[config.mk]
export PLATFORM = sky130hd
export DESIGN_NAME = cfg_frame_loader
export DESIGN_NICKNAME = d
export VERILOG_FILES = /design/src/rtl/cfg_frame_loader.sv
export SDC_FILE = /design/constraint.sdc
export NUM_CORES = 2
export LEC_CHECK = 0
export BUFFER_PORTS_ARGS = -buffer_cell sky130_fd_sc_hd__buf_2
export CAP_MARGIN = 40
export CORE_ASPECT_RATIO = 0.9
export CORE_MARGIN = 2
export CORE_UTILIZATION = 40
export DETAILED_ROUTE_END_ITERATION = 8
export GPL_ROUTABILITY_DRIVEN = 0
export SYNTH_ARGS = -nofsm -noshare
export SYNTH_HDL_FRONTEND = slang
export SYNTH_SLANG_ARGS = --single-unit
[constraint.sdc]
create_clock -name clk -period 7.05 [get_ports clk]
set_input_delay 0.3525 -clock clk [delete_from_list [all_inputs] [get_ports clk]]
set_output_delay 0.3525 -clock clk [all_outputs]
set_load 0.02 [all_outputs]
[src/rtl/cfg_frame_loader.sv]
// Configuration frame loader: collects a byte-serial frame (sync, payload,
// checksum) into a shadow register and commits it to the fabric select vector
// in a single edge, so the routing blocks never see a partial configuration.
//
// state  | meaning
// -------+-----------------------------------------------------------
// S_SYNC | hunting for the sync byte; any other byte is dropped
// S_DATA | collecting payload bytes into the shadow, accumulating sum
// S_CSUM | waiting for the checksum byte; commit or flag an error
// S_HOLD | one cycle after a commit with the input port closed
module cfg_frame_loader #(
   parameter int         CFG_WIDTH = 900,
   parameter logic [7:0] SYNC_BYTE = 8'hA5
) (
   input  logic                 clk,
   input  logic                 rst_n,
   input  logic [7:0]           in_data,
   input  logic                 in_valid,
   output logic                 in_ready,
   input  logic                 abort,
   output logic [CFG_WIDTH-1:0] cfg_out,
   output logic                 cfg_loaded,
   output logic                 busy,
   output logic                 done,
   output logic                 csum_err
);

   localparam int         NBYTES   = (CFG_WIDTH + 7) / 8;
   localparam logic [6:0] LAST_IDX = 7'(NBYTES - 1);

   typedef enum logic [1:0] {
      S_SYNC = 2'd0,
      S_DATA = 2'd1,
      S_CSUM = 2'd2,
      S_HOLD = 2'd3
   } state_t;

   state_t               state;
   state_t               state_nxt;
   logic                 started;
   logic [6:0]           cnt;
   logic [7:0]           sum;
   logic [CFG_WIDTH-1:0] shadow;
   logic                 csum_err_q;
   logic                 xfer;
   logic                 sync_hit;
   logic                 csum_ok;

   assign xfer     = in_valid && in_ready;
   assign sync_hit = (in_data == SYNC_BYTE);
   assign csum_ok  = (in_data == sum);

   // State register; reset returns the FSM to sync hunting.
   always_ff @(posedge clk or negedge rst_n) begin
      if (!rst_n) begin
         state <= S_SYNC;
      end else begin
         state <= state_nxt;
      end
   end

   // Next-state logic; abort overrides any byte transfer in the same cycle.
   always_comb begin
      state_nxt = state;
      if (abort) begin
         state_nxt = S_SYNC;
      end else begin
         case (state)
            S_SYNC: if (xfer && sync_hit) state_nxt = S_DATA;
            S_DATA: if (xfer && (cnt == LAST_IDX)) state_nxt = S_CSUM;
            S_CSUM: if (xfer) state_nxt = csum_ok ? S_HOLD : S_SYNC;
            S_HOLD: state_nxt = S_SYNC;
            default: state_nxt = S_SYNC;
         endcase
      end
   end

   // Output decode; done coincides with the S_HOLD cycle that follows a commit.
   always_comb begin
      in_ready = started && (state != S_HOLD);
      busy     = (state == S_DATA) || (state == S_CSUM);
      done     = (state == S_HOLD);
      csum_err = csum_err_q;
   end

   // Port opens on the first clock edge after reset release.
   always_ff @(posedge clk or negedge rst_n) begin
      if (!rst_n) begin
         started <= 1'b0;
      end else begin
         started <= 1'b1;
      end
   end

   // Frame datapath: byte counter, running checksum and shadow assembly.
   // The last byte only has CFG_WIDTH%8 bits mapped; its upper bits fall
   // outside the shadow but still feed the checksum.
   always_ff @(posedge clk or negedge rst_n) begin
      if (!rst_n) begin
         cnt    <= '0;
         sum    <= '0;
         shadow <= '0;
      end else if (abort) begin
         cnt    <= '0;
         sum    <= '0;
         shadow <= '0;
      end else if (xfer) begin
         if (state == S_SYNC && sync_hit) begin
            cnt    <= '0;
            sum    <= '0;
            shadow <= '0;
         end else if (state == S_DATA) begin
            for (int k = 0; k < CFG_WIDTH; k++) begin
               if (cnt == 7'(k / 8)) shadow[k] <= in_data[k % 8];
            end
            sum <= sum + in_data;
            if (cnt != LAST_IDX) cnt <= cnt + 7'd1;
         end
      end
   end

   // Commit path: the active vector only ever changes on a good checksum or reset.
   always_ff @(posedge clk or negedge rst_n) begin
      if (!rst_n) begin
         cfg_out    <= '0;
         cfg_loaded <= 1'b0;
         csum_err_q <= 1'b0;
      end else begin
         csum_err_q <= 1'b0;
         if (!abort && xfer && state == S_CSUM) begin
            if (csum_ok) begin
               cfg_out    <= shadow;
               cfg_loaded <= 1'b1;
            end else begin
               csum_err_q <= 1'b1;
            end
         end
      end
   end

endmodule
==> flow_summary.yaml <==
status:
  status: "completed"
sta:
  rsz0062_at_grt: "false"
  drv_slew: 0
  period_share: 0.542
  finClkSkew_ps: 35.0
  fmax_mhz: 262
  worst_slew_pin_slew_ps: 1130
  hold_ws_ps: 144
  slew_headroom: 0.246
  hold_viol_final: 0
  finalSetupTns_ps: 0
  setup_viol: 0
  finalCriticalPeriod_ps: 3820
worst_setup_path:
  arrival_ps: 4490
  cpMostUsedCell: "nor4_1"
  cpPeakStageDelay_ps: 560
  cp_cell_sequence: "ha_1, nor4_1, nand2_1, nor4_1, nor2b_4, buf_16, buf_12, mux2_2"
  cpMaxStageDelayCell: "nor2b_4"
  critPathKind: "reg2reg"
  required_ps: 7720
  worst-path-max-fanout: 136
  end_kind: "register"
  start_kind: "register"
global_route:
  grt_max_degree: 183
  first_global_vias: 40300
  track_usage: 0.224
  overflow: 0
  grt_pass1_wl_mm: 289
  antenna_found_initial: 12
cells_and_area:
  layout-drive-gt1-share: 0.620
  fill_cells: 15000
  final_cells: 7526
  final_area_um2: 83100
  layout.nets: 5128
  syn_to_final_growth_pct: 20.4
clocking:
  numCtsBuffers: 187
  clock_sinks: 1820
  post_cts_resized: 0
  clk_pin_slew_ps: 60
  h-tree-depth: 4
  ctsLongestPathBuffers: 3
  cts_tree: "built"
  cts-root-buf: "clkbuf_16"
  clk_latency_ps: 820
yosys:
  synthTopCellsByCount: "dfrtp_1 (1820), mux2_2 (1798), clkbuf_1 (125), a21oi_2 (97), buf_2 (96)"
  ys_ff_latch: 1820
  synth_most_common_cell: "dfrtp_1"
  netlist_area_um2: 69100
  yosys-top-cells-area: "dfrtp_1 (66%), mux2_2 (29%), a21oi_2 (1.2%), buf_2 (0.70%), clkbuf_1 (0.68%)"
  yosys_warnings: 0
  synth_edf_count: 0
  async_flop_share: 1.00
  synth.avg_cell_area_um2: 16.7
  synth_seq_area_share: 0.660
  synth_top_area_frac: 0.660
  syn_nets: 4160
  synthFlopType: "dfrtp_1"
  syn-instance-count: 4132
  yosysTopAreaCell: "dfrtp_1"
  synthDistinctLibCells: 49
run:
  maxCapViolations: 0
floorplanning:
  num_rows: 144
  initial_core_util: 0.403
  core-area_um2: 171000
  fp.dieH_um: 398
  die_width_um: 442
  die-area_um2: 176000
  top_level_ports: 917
pwr:
  p_comb_frac: 0.058
  pwr-share-seq: 0.496
  ir_drop_uv: 191
  pwr-share-clk: 0.446
  p_int_mw: 17.3
  power_switching_mw: 5.18
  power_density_nw_per_um2: 270
  p_leak_nw: 43.1
  p_sw_frac: 0.231
detailed_routing:
  ant_nets: 0
  viasPerCell: 5.12
  remaining_drc_errors: 0
  routedWlPerCell_um: 26.6
  finalWirelength_mm: 200
  dr.pass1.iters: 5
  drt_iter0_drc: 1877
  vias: 38500
placed_design:
  io_buffers: 916
  place_area_um2: 76800
  hpwl_mm: 130
  placed_cells: 7169
hold_path:
  hold_path_class: "in2reg"
-- path summary, 6_finish.rpt --
check,start,endpoint,slack [ps],cells after the start
max,sum[5],cfg_out[280],3230,8
min,in_valid,cnt[4],140,5
max reg2reg,sum[5],cfg_out[280],3230,8
min reg2reg,cfg_loaded,cfg_loaded,460,1
max in group asynchronous,rst_n,cfg_out[126],4790,4
min in group asynchronous,rst_n,shadow[455],190,2
-- worst max-delay path, delay by kind of cell, from the launching register on --
kind,cells,cell delay [ps]
and+or+nand+nor,4,1560
buffers and inverters,2,650
adders and majority gates,1,340
DFF,1,380
muxes,1,430
-- cell families (layout without fill, tap and decap cells) --
logic type               count (synthesis)  in the layout  synth area share
other                                    1             10         0.0000543
buffers and inverters                  249           1371            0.0156
XOR/XNOR                                 6              6          0.000761
AND/OR/NAND/NOR                         76             76           0.00667
adder cells (fa/ha/maj)                 16             16           0.00301
multiplexers                          1798           1798             0.293
AO/OA/AOI/OAI                          166            166            0.0212
flip-flops                            1820           1820             0.660
-- sequential cells by signal, summed over array words and instances (netlist names) --
register    flops
started         1
cnt             7
shadow        900
sum             8
cfg_out       900
cfg_loaded      1
state           2
csum_err        1
-- power by group through the flow --
stage | sequential [mW] | combinational, mW | clock [mW]
after floorplan | 11.3 | 0.773 | 0
after global placement | 11.3 | 1.28 | 0
after detailed placement | 11.3 | 1.32 | 0
after CTS | 11.1 | 1.33 | 10.3
after global routing | 11.2 | 1.43 | 10.7
final | 11.1 | 1.30 | 10.0
-- final cells by class --
type,instances,area (um^2),share of cell area
clock buffers,278,5540,0.0666
clock inverters,65,721,0.00867
repair buffers,1019,5860,0.0705
flip-flops and latches,1820,45500,0.548
well taps,2263,2830,0.0341
diodes,9,22.5,0.000271
inverters,9,33.8,0.000406
multi-input cells,2063,22600,0.272
-- placed cells by master (no fill, tap or decap), drive strengths merged, types with 2 or more instances in the layout --
cell type / count
a211oi: 10
a21o: 3
a21oi: 103
a22o: 7
a31oi: 19
a32o: 2
and2: 11
and3: 7
and4bb: 2
buf: 1014
bufinv: 10
clkbuf: 278
clkinv: 43
clkinvlp: 4
dfrtp: 1820
diode: 9
dlygate4sd3: 5
ha: 15
inv: 17
mux2: 1798
nand2: 9
nand2b: 4
nand3: 6
nand4: 2
nand4bb: 2
nor2: 9
nor2b: 7
nor3: 3
nor3b: 6
nor4: 2
o21ai: 12
o31ai: 3
o41ai: 2
xnor2: 4
xor2: 2
-- metal layers --
layer | global-route usage | wire length, um | vias to the layer above
met2 | 0.377 | 98900 | 805
met3 | 0.0565 | 10800 | 259
met1 | 0.282 | 83500 | 20800
met4 | 0.0773 | 6810 | 0
li1 | - | - | 16700
met5 | 0 | 0 | -
-- repair_timing --
action / in CTS / in global routing
endpoints found under the hold margin: 141 / 0
hold buffers: 5 / 0
buffers inserted: 0 / 0
-- per-stage QoR --
stage | util | power (mW) | setup slack (ps)
2_1_floorplan | - | 12.0 | 4270
3_3_place_gp | 0.446 | 12.6 | 3010
3_5_place_dp | 0.448 | 12.7 | 3220
4_1_cts | 0.485 | 22.7 | 3320
5_1_grt | 0.485 | 23.3 | 3130
6_report | 0.485 | 22.5 | 3230
Power figures use the tool's default switching activity.
